<file path="src/rtl/rf_wport_arbiter.sv">
// -----------------------------------------------------------------------------
// rf_wport_arbiter
//
// Shares the single register-file write port between the in-order pipeline
// writeback (highest priority, never stalled) and the multi-cycle MUL/DIV
// unit. MUL/DIV results wait in a small FIFO until the pipeline leaves the
// port idle. A scoreboard tracks destination registers that still owe a
// MUL/DIV result so the ID stage can stall readers of those registers.
//
// Ports:
//   clk_i, rst_ni           clock (rising edge) / asynchronous active-low reset
//   wb_we_i/addr_i/data_i   pipeline writeback request
//   md_valid_i/addr_i/data_i, md_ready_o
//                           MUL/DIV result handshake into the FIFO
//   iss_valid_i, iss_rd_i   MUL/DIV issue; marks iss_rd_i pending
//   rs1_addr_i, rs2_addr_i  ID-stage source registers
//   rs1_pend_o, rs2_pend_o  source still awaits a MUL/DIV write
//   pend_mask_o             full scoreboard (bit 0 always 0)
//   rf_we_o/waddr_o/wd_o    registered register-file write port
//   buf_count_o             FIFO occupancy
// -----------------------------------------------------------------------------
module rf_wport_arbiter #(
    parameter int XLEN      = 32,
    parameter int AW        = 5,
    parameter int BUF_DEPTH = 2,
    localparam int CW       = $clog2(BUF_DEPTH) + 1
) (
    input  logic              clk_i,
    input  logic              rst_ni,
    input  logic              wb_we_i,
    input  logic [AW-1:0]     wb_addr_i,
    input  logic [XLEN-1:0]   wb_data_i,
    input  logic              md_valid_i,
    input  logic [AW-1:0]     md_addr_i,
    input  logic [XLEN-1:0]   md_data_i,
    output logic              md_ready_o,
    input  logic              iss_valid_i,
    input  logic [AW-1:0]     iss_rd_i,
    input  logic [AW-1:0]     rs1_addr_i,
    input  logic [AW-1:0]     rs2_addr_i,
    output logic              rs1_pend_o,
    output logic              rs2_pend_o,
    output logic [2**AW-1:0]  pend_mask_o,
    output logic              rf_we_o,
    output logic [AW-1:0]     rf_waddr_o,
    output logic [XLEN-1:0]   rf_wd_o,
    output logic [CW-1:0]     buf_count_o
);

    localparam int NREG = 2**AW;
    localparam int PW   = (BUF_DEPTH > 1) ? $clog2(BUF_DEPTH) : 1;
    localparam logic [CW-1:0] DEPTH_C = CW'(BUF_DEPTH);

    typedef struct packed {
        logic [AW-1:0]   addr;
        logic [XLEN-1:0] data;
    } entry_t;

    entry_t            bufMem_q [BUF_DEPTH];
    logic [PW-1:0]     rdPtr_q, rdPtr_d;
    logic [PW-1:0]     wrPtr_q, wrPtr_d;
    logic [CW-1:0]     count_q, count_d;

    logic              rfWe_q, rfWe_d;
    logic [AW-1:0]     rfWaddr_q, rfWaddr_d;
    logic [XLEN-1:0]   rfWd_q, rfWd_d;
    logic              fromBuf_q, fromBuf_d;

    logic [NREG-1:0]   pendMask_q, pendMask_d;

    logic              mdReady;
    logic              push;
    logic              pop;
    logic              wbSel;
    entry_t            head;

    // Handshake and write-port selection. Ready is based on the registered
    // count only, so a full buffer never accepts even when it pops that cycle.
    // A result for x0 is accepted but dropped. Writeback to x0 is not a real
    // write, so it leaves the port free for the buffer.
    always_comb begin
        mdReady = rst_ni && (count_q < DEPTH_C);
        push    = md_valid_i && mdReady && (md_addr_i != '0);
        wbSel   = wb_we_i && (wb_addr_i != '0);
        pop     = !wbSel && (count_q != '0);
        head    = bufMem_q[rdPtr_q];
    end

    // Next-state for FIFO pointers/count and the registered write port.
    // Address/data hold their previous value when no write is selected.
    always_comb begin
        rdPtr_d   = rdPtr_q;
        wrPtr_d   = wrPtr_q;
        count_d   = count_q;
        rfWe_d    = 1'b0;
        rfWaddr_d = rfWaddr_q;
        rfWd_d    = rfWd_q;
        fromBuf_d = 1'b0;

        if (push) begin
            wrPtr_d = wrPtr_q + PW'(1);
        end
        if (pop) begin
            rdPtr_d = rdPtr_q + PW'(1);
        end
        if (push && !pop) begin
            count_d = count_q + CW'(1);
        end else if (pop && !push) begin
            count_d = count_q - CW'(1);
        end

        if (wbSel) begin
            rfWe_d    = 1'b1;
            rfWaddr_d = wb_addr_i;
            rfWd_d    = wb_data_i;
        end else if (pop) begin
            rfWe_d    = 1'b1;
            rfWaddr_d = head.addr;
            rfWd_d    = head.data;
            fromBuf_d = 1'b1;
        end
    end

    // Scoreboard. A bit clears on the same edge the register file captures
    // the buffered result, so a reader never sees pend=0 with stale data.
    // A new issue to the same register on that edge must win the race.
    always_comb begin
        pendMask_d = pendMask_q;
        if (rfWe_q && fromBuf_q) begin
            pendMask_d[rfWaddr_q] = 1'b0;
        end
        if (iss_valid_i && (iss_rd_i != '0)) begin
            pendMask_d[iss_rd_i] = 1'b1;
        end
        pendMask_d[0] = 1'b0;
    end

    // State registers; reset discards buffered results and any in-flight write.
    always_ff @(posedge clk_i or negedge rst_ni) begin
        if (!rst_ni) begin
            for (int i = 0; i < BUF_DEPTH; i++) begin
                bufMem_q[i] <= '0;
            end
            rdPtr_q    <= '0;
            wrPtr_q    <= '0;
            count_q    <= '0;
            rfWe_q     <= 1'b0;
            rfWaddr_q  <= '0;
            rfWd_q     <= '0;
            fromBuf_q  <= 1'b0;
            pendMask_q <= '0;
        end else begin
            if (push) begin
                bufMem_q[wrPtr_q] <= '{addr: md_addr_i, data: md_data_i};
            end
            rdPtr_q    <= rdPtr_d;
            wrPtr_q    <= wrPtr_d;
            count_q    <= count_d;
            rfWe_q     <= rfWe_d;
            rfWaddr_q  <= rfWaddr_d;
            rfWd_q     <= rfWd_d;
            fromBuf_q  <= fromBuf_d;
            pendMask_q <= pendMask_d;
        end
    end

    assign md_ready_o  = mdReady;
    assign rs1_pend_o  = (rs1_addr_i != '0) && pendMask_q[rs1_addr_i];
    assign rs2_pend_o  = (rs2_addr_i != '0) && pendMask_q[rs2_addr_i];
    assign pend_mask_o = pendMask_q;
    assign rf_we_o     = rfWe_q;
    assign rf_waddr_o  = rfWaddr_q;
    assign rf_wd_o     = rfWd_q;
    assign buf_count_o = count_q;

endmodule

</file>
<file path="config.mk">
export PLATFORM = sky130hd
export DESIGN_NAME = rf_wport_arbiter
export DESIGN_NICKNAME = d
export VERILOG_FILES = /design/src/rtl/rf_wport_arbiter.sv
export SDC_FILE = /design/constraint.sdc
export NUM_CORES = 1
export LEC_CHECK = 0
export ABC_AREA = 1
export BUFFER_PORTS_ARGS = -buffer_cell sky130_fd_sc_hd__clkbuf_2
export CAP_MARGIN = 20
export CORE_ASPECT_RATIO = 1.2
export CORE_MARGIN = 3
export CORE_UTILIZATION = 59
export DETAILED_ROUTE_END_ITERATION = 8
export PLACE_DENSITY_LB_ADDON = 0.08
export REMOVE_ABC_BUFFERS = 1
export SETUP_SLACK_MARGIN = 0.02
export SKIP_CTS_REPAIR_TIMING = 1
export SYNTH_ARGS = -nofsm -noshare
export SYNTH_HDL_FRONTEND = slang
export SYNTH_SLANG_ARGS = --single-unit
</file>
<file path="constraint.sdc">
create_clock -name clk_i -period 3.61 [get_ports clk_i]
set_clock_uncertainty 0.1 [all_clocks]
set_input_delay 0.5415 -clock clk_i [delete_from_list [all_inputs] [get_ports clk_i]]
set_output_delay 0.5415 -clock clk_i [all_outputs]
set_load 0.02 [all_outputs]
</file>
==> flow_metrics.env, run 1 <==
export IMPL_post_drt_wl_per_cell_um=14.62
export IMPL_crit_fanout=17
export IMPL_critPathRequiredTime_ps=2970
export IMPL_rsz0062_at_grt="no"
export IMPL_stdcell_area_sq_um=8808
export IMPL_grt_max_degree=76
export IMPL_yosys_warnings=0
export IMPL_ys_types=29
export IMPL_netlist_top_cells_area="dfrtp_1 50%, nand2_1 20%, nand3_1 6.4%"
export IMPL_synth_area_sq_um=7375
export IMPL_htree_levels=4
export IMPL_crit_type="in2out"
export IMPL_final_cell_mix="390 x nand2_1, 166 x clkbuf_2, 148 x dfrtp_1"
export IMPL_cp_slowest_cell="or2_2"
export IMPL_slew_viol_final=0
export IMPL_core_area_sq_um=12170
export IMPL_n_antenna_cell=0
export IMPL_async_flop_share_pct=100.0
export IMPL_maxSlewHeadroom_pct=39.01
export IMPL_syn_inst=937
export IMPL_layout_drive_gt1_share_pct=23.93
export IMPL_critPathCaptureType="primary output"
export IMPL_worst_pin_slew_ps=914.9
export IMPL_synth_area_leader_cell="dfrtp_1"
export IMPL_crit_buf_inv=3
export IMPL_gp_congestion=0.9903
export IMPL_route_detailed_drc=0
export IMPL_synth_top_area_share_pct=50.22
export IMPL_p_leak_nw=4.801
export IMPL_ir_worst_vdd_mv=0.4551
export IMPL_routed_via_density=5.208
export IMPL_fp_dieW_um=108.1
export IMPL_crit_arrival_ps=1980
export IMPL_p_sw_mw=2.970
export IMPL_comb_power_share_pct=36.8
export IMPL_start_kind="input pin"
export IMPL_path_common_cell="nand2_1"
export IMPL_worstSetupStartpoint="rs1_addr_i[0]"
export IMPL_slowest_delay_ps=350
export IMPL_first_global_vias=6243
export IMPL_crit_family="buffers and inverters"
export IMPL_period_needed_ps=2621
export IMPL_numPortBuffers=167
export IMPL_switching_share_pct=39.43
export IMPL_numCtsBuffers=17
export IMPL_final_nets=1184
export IMPL_setup_violations_final=0
export IMPL_overflow=0
export IMPL_power_frac_seq_pct=38.3
export IMPL_worstSkewPairLatency_ps=410
export IMPL_wl_mm=18.43
export IMPL_hp_class="in2reg"
export IMPL_start_util_pct=60.61
export IMPL_synth_edf_count=0
export IMPL_grt_pass1_wl_mm=30.04
export IMPL_grtUsageTotal_pct=27.53
export IMPL_maxCapViolCount=0
export IMPL_fin_setup_tns_ps=0
export IMPL_cts_buffer_depth=2
export IMPL_ys_flop_type="dfrtp_1"
export IMPL_dr_pass1_iters=5
export IMPL_r2r_start="buf_count_o[1]$_DFFE_PN0P_"
export IMPL_ys_seq_elements=148
export IMPL_pwr_share_clk_pct=25.0
export IMPL_antenna_found_initial=0
export IMPL_period_share_pct=72.62
export IMPL_path_cells="clkbuf_2 -> inv_1 -> or2_2 -> nand2_1 -> nand2_1 -> nand2_1 -> nand3_1 -> nand3_1 -> nand2_1 -> clkbuf_2"
export IMPL_rows=44
export IMPL_die_area_sq_um=13880
export IMPL_die_height_um=128.5
export IMPL_ys_seq_area_share_pct=50.22
export IMPL_status="finished clean"
export IMPL_vias=6562
export IMPL_drtIter0Drc=557
export IMPL_place_area_sq_um=8172
export IMPL_mostFrequentLayoutCell="nand2_1"
export IMPL_p_int_mw=4.561
export IMPL_cts_root_buf="clkbuf_16"
export IMPL_powerDensity_nw_per_um2=854.9
export IMPL_holdCritStartpoint="wb_data_i[14]"
export IMPL_cts_tree="done"
export IMPL_fmax_mhz=381.5
export IMPL_hold_violations=0
export IMPL_ant_nets=0
export IMPL_hpwl_mm=12.61
export IMPL_syn2layout_area_growth_pct=19.44
export IMPL_clock_sinks=148
export IMPL_syn_area_per_cell_sq_um=7.870
export IMPL_clk_pin_slew_ps=60
export IMPL_io_pins=169
-- flip-flops by register name (all words and copies together), names as in the netlist --
signal	cells
rf_wd_o	32
pend_mask_o	31
rf_we_o	1
buf_count_o	2
bufMem_q	74
wrPtr_q	1
fromBuf_q	1
rf_waddr_o	5
rdPtr_q	1
-- synthesized netlist by cell type (2+ instances only) --
cell type / count
nand2_1: 390
clkbuf_1: 3
inv_2: 5
o21ai_1: 7
o211ai_1: 5
o21ai_0: 78
o21ai_2: 53
buf_6: 14
buf_1: 4
dfrtp_1: 148
buf_4: 5
buf_2: 14
xor2_1: 2
nand3_1: 94
nor2_1: 12
inv_1: 89
nand2_2: 2
-- worst paths after layout --
kind | slack, ps | cells past startpoint | to
min in group asynchronous | 400 | 2 | buf_count_o[1]$_DFFE_PN0P_
worst min register to register | 380 | 2 | bufMem_q[55]$_DFFE_PN0P_
worst max register to register | 1650 | 8 | bufMem_q[7]$_DFFE_PN0P_
max in group asynchronous | 1100 | 4 | bufMem_q[21]$_DFFE_PN0P_
worst max-delay path | 990 | 10 | rs1_pend_o
worst min-delay path | 240 | 3 | rf_wd_o[14]$_DFFE_PN0P_
-- cells by family after synthesis --
kind of cell,share of synthesized area (%)
AOI/OAI and AO/OA,12.84
xor gates and xnor gates,0.3564
adders and majority gates,0.1696
buffers and inverters,8.806
DFF,50.22
other,0.05085
and+or+nand+nor,27.55
-- layout make-up --
class,instances,area (sq um)
repair buffers,174,897.1
well taps,161,201.4
inverters,94,352.8
clock buffers,20,446.7
multi-input cells,654,3027
clock inverters,9,180.2
fillers,1031,3358
flip-flops and latches,148,3704
-- worst reg2reg max path, delay by kind of cell (launching register included) --
family / cells / cell delay (ps)
AND/OR/NAND/NOR: 4 / 780
buffers and inverters: 3 / 540
flip-flops: 1 / 410
AO/OA/AOI/OAI: 1 / 70
-- metal layers --
metal	vias up	global-route usage [%]	routed length [um]
met3	40	6.021	1061
met1	3057	34.63	7657
met2	197	46.49	9167
met4	0	10.92	538
met5	-	0	0
li1	3268	-	-
-- stage by stage --
stage | power (mW) | hold slack [ps] | worst slack [ps] | utilization [%] | cells
2_1_floorplan | 4.685 | 145.9 | 1106 | - | 896
3_5_place_dp | 5.653 | 250.6 | 1013 | 67.16 | 1230
4_1_cts | 7.562 | -187.9 | 1010 | 72.32 | 1259
3_3_place_gp | 5.596 | 249.5 | 1038 | 67.16 | 1230
5_1_grt | 8.073 | 228.9 | 793.0 | 72.40 | 1260
6_report | 7.531 | 238.6 | 988.5 | 72.40 | 1260
-- power groups by stage --
stage | clock [mW] | combinational, mW | sequential [mW]
6_report | 1.88 | 2.77 | 2.88
3_5_place_dp | 0 | 2.76 | 2.89
4_1_cts | 1.90 | 2.79 | 2.87
2_1_floorplan | 0 | 1.44 | 3.24
5_1_grt | 1.98 | 3.12 | 2.98
3_3_place_gp | 0 | 2.72 | 2.87
No activity file was read; power rests on OpenSTA's default activity.
==> run 2, diff against run 1 <==
Settings changed: ABC_AREA 1 to 0, CORE_UTILIZATION 59 to 49.
Clock period 3.61 ns to 2.35 ns, I/O delays scaled along.
==> run 2 against run 1 <==
The flow now finishes with violations (negative hold slack, negative setup slack). Area after synthesis is 4.9% lower. Largest power group is now combinational cells. Final area is 0.81% lower. Worst hold slack worse by 320 ps. Sequential share of layout area is 0.36 points higher. Largest cell class unchanged. Flip-flop and latch count stayed put.
==> flow_metrics.env, run 2 <==
export IMPL_fp_dieW_um=115.2
export IMPL_synth_simple_gate_area_share_pct=8.631
export IMPL_synth_area_leader_cell="dfrtp_1"
export IMPL_synth_xor_area_share_pct=0.6241
export IMPL_place_area_sq_um=8071
export IMPL_routed_via_density=5.559
export IMPL_rows=47
export IMPL_p_leak_nw=4.058
export IMPL_powerDensity_nw_per_um2=1388
export IMPL_ir_worst_vdd_mv=0.6877
export IMPL_dp_cells=916
export IMPL_maxCapViolCount=0
export IMPL_rrSetupSlack_ps=350
export IMPL_yosys_area_share_adder_pct=0.1783
export IMPL_cp_slowest_cell="mux4_2"
export IMPL_io_pins=169
export IMPL_ys_types=42
export IMPL_synth_area_sq_um=7017
export IMPL_critPathCaptureType="primary output"
export IMPL_setup_slack_ps=-126.7
export IMPL_cts_root_buf="clkbuf_16"
export IMPL_clock_sinks=148
export IMPL_critPathRequiredTime_ps=1900
export IMPL_rsz0062_at_grt="yes"
export IMPL_period_share_pct=105.4
export IMPL_slowest_delay_ps=480
export IMPL_n_antenna_cell=0
export IMPL_grt_pass1_wl_mm=27.10
export IMPL_vias=5309
export IMPL_setup_violations_final=2
export IMPL_fmax_mhz=403.8
export IMPL_htree_levels=4
export IMPL_ys_seq_elements=148
export IMPL_multiInputGateArea_sq_um=3141
export IMPL_cts_buffer_depth=2
export IMPL_r2r_end="bufMem_q[40]$_DFFE_PN0P_"
export IMPL_instances_no_fill=955
export IMPL_synth_top_area_share_pct=52.78
export IMPL_hold_violations=43
export IMPL_whs_ps=-84.63
export IMPL_crit_arrival_ps=2020
export IMPL_wl_mm=17.03
export IMPL_fin_setup_tns_ps=-174.3
export IMPL_ys_flop_type="dfrtp_1"
export IMPL_start_kind="flip-flop"
export IMPL_synth_compound_area_share_pct=10.88
export IMPL_numCtsBuffers=17
export IMPL_cts_tree="done"
export IMPL_seqCellArea_sq_um=3705
export IMPL_hpwl_mm=11.73
export IMPL_antenna_found_initial=0
export IMPL_die_area_sq_um=15800
export IMPL_stdcell_area_sq_um=8737
export IMPL_gp_congestion=0.9486
export IMPL_worst_pin_slew_ps=813.9
export IMPL_mostFrequentLayoutCell="clkbuf_2"
export IMPL_grt_max_degree=149
export IMPL_post_drt_wl_per_cell_um=17.83
export IMPL_core_area_sq_um=13940
export IMPL_synth_most_common_cell="dfrtp_1"
export IMPL_dr_pass1_iters=5
export IMPL_crit_type="reg2out"
export IMPL_first_global_vias=5368
export IMPL_status="finished with violations"
export IMPL_switching_share_pct=36.40
export IMPL_r2r_start="buf_count_o[1]$_DFFE_PN0P_"
export IMPL_pre_cts_slack_ps=66.89
export IMPL_ant_nets=0
export IMPL_muxShareOfSynthArea_pct=24.00
export IMPL_clk_pin_slew_ps=60
export IMPL_p_int_mw=7.710
export IMPL_ys_seq_area_share_pct=52.78
export IMPL_period_needed_ps=2477
export IMPL_async_flop_share_pct=100.0
export IMPL_netlist_top_cells_area="dfrtp_1 53%, o21ai_0 7.1%, mux2_4 6.4%"
export IMPL_worstSkewPairLatency_ps=420
export IMPL_grtUsageTotal_pct=22.02
export IMPL_final_nets=866
export IMPL_pwr_share_clk_pct=22.4
export IMPL_yosys_warnings=0
export IMPL_final_cell_mix="164 x clkbuf_2, 147 x dfrtp_1, 99 x o21ai_0"
export IMPL_layout_drive_gt1_share_pct=36.48
export IMPL_synth_edf_count=0
export IMPL_crit_fanout=4
export IMPL_comb_power_share_pct=39.1
export IMPL_violations="negative hold slack, negative setup slack"
export IMPL_largest_reg_flops=74
export IMPL_start_util_pct=50.35
export IMPL_overflow=0
export IMPL_regMostFlops="bufMem_q"
export IMPL_hp_class="in2async"
export IMPL_ys_top_cells_by_count="148 x dfrtp_1, 100 x o21ai_0, 49 x nor2_1"
export IMPL_p_sw_mw=4.413
export IMPL_route_detailed_drc=0
export IMPL_slew_viol_final=0
export IMPL_syn_area_per_cell_sq_um=11.69
export IMPL_drtIter0Drc=409
export IMPL_path_cells="mux4_2 -> mux2i_1 -> nor3b_1 -> a211o_1 -> buf_4"
export IMPL_r2r_cells=6
export IMPL_syn_inst=600
export IMPL_syn2layout_area_growth_pct=24.52
export IMPL_die_height_um=137.1
export IMPL_numPortBuffers=167
export IMPL_n_fill_cell=1184
export IMPL_synth_top_family_by_area="multiplexers"
export IMPL_power_frac_seq_pct=38.4
export IMPL_maxSlewHeadroom_pct=45.74
-- run 2: worst max-delay path by stage --
stage	slack, ps	startpoint	to
floorplan	-1600	buf_count_o[0]$_DFFE_PN0P_	buf_count_o[1]$_DFFE_PN0P_
global placement	100	wb_addr_i[0]	buf_count_o[1]$_DFFE_PN0P_
detailed placement	70	wb_addr_i[0]	buf_count_o[1]$_DFFE_PN0P_
CTS	-200	pend_mask_o[7]$_DFF_PN0_	rs1_pend_o
global route	-210	pend_mask_o[2]$_DFF_PN0_	rs1_pend_o
finish	-130	pend_mask_o[23]$_DFF_PN0_	rs1_pend_o
-- run 2: stage by stage --
stage	hold slack [ps]	util [%]	total power, mW
after floorplan	-43.09	-	7.731
after CTS	-5.710	62.20	12.16
after global routing	15.83	62.69	12.94
after global placement	372.9	57.91	9.203
after detailed placement	380.8	57.91	9.381
final	-84.63	62.69	12.12
-- run 2: final cells by class --
| type | instances | area share, % |
|---|---|---|
| Sequential cell | 148 | 42.40 |
| Clock buffer | 24 | 5.399 |
| Tap cell | 171 | 2.449 |
| Timing Repair Buffer | 187 | 12.24 |
| Inverter | 3 | 0.1289 |
| Clock inverter | 8 | 1.432 |
| Multi-Input combinational cell | 414 | 35.94 |
-- run 2: cells by family after synthesis --
kind of cell             count (synthesis)
multiplexers                           130
flip-flops                             148
AND/OR/NAND/NOR                        130
adder cells (fa/ha/maj)                  1
AO/OA/AOI/OAI                          147
buffers and inverters                   38
XOR/XNOR                                 5
other                                    1
-- run 2: power groups by stage --
| stage | registers, mW | logic [mW] | clock network (mW) |
|---|---|---|---|
| 2_1_floorplan | 5.20 | 2.53 | 0 |
| 3_3_place_gp | 4.61 | 4.59 | 0 |
| 3_5_place_dp | 4.69 | 4.69 | 0 |
| 4_1_cts | 4.66 | 4.71 | 2.79 |
| 5_1_grt | 4.80 | 5.24 | 2.90 |
| 6_report | 4.66 | 4.75 | 2.72 |
-- run 2: layer usage --
layer,up-vias,global-route usage (%),part of all wire [%]
met2,182,37.58,51
met4,0,7.175,1.5
met3,20,6.413,6.5
met1,2617,26.77,41
li1,2490,-,-
met5,-,0,0
-- run 2: critical path: cells and delay by family (launching register included) --
kind / cells / cell delay [ps]
DFF: 1 / 420
muxes: 2 / 680
buffers and inverters: 1 / 160
and+or+nand+nor: 1 / 70
AOI/OAI and AO/OA: 1 / 270
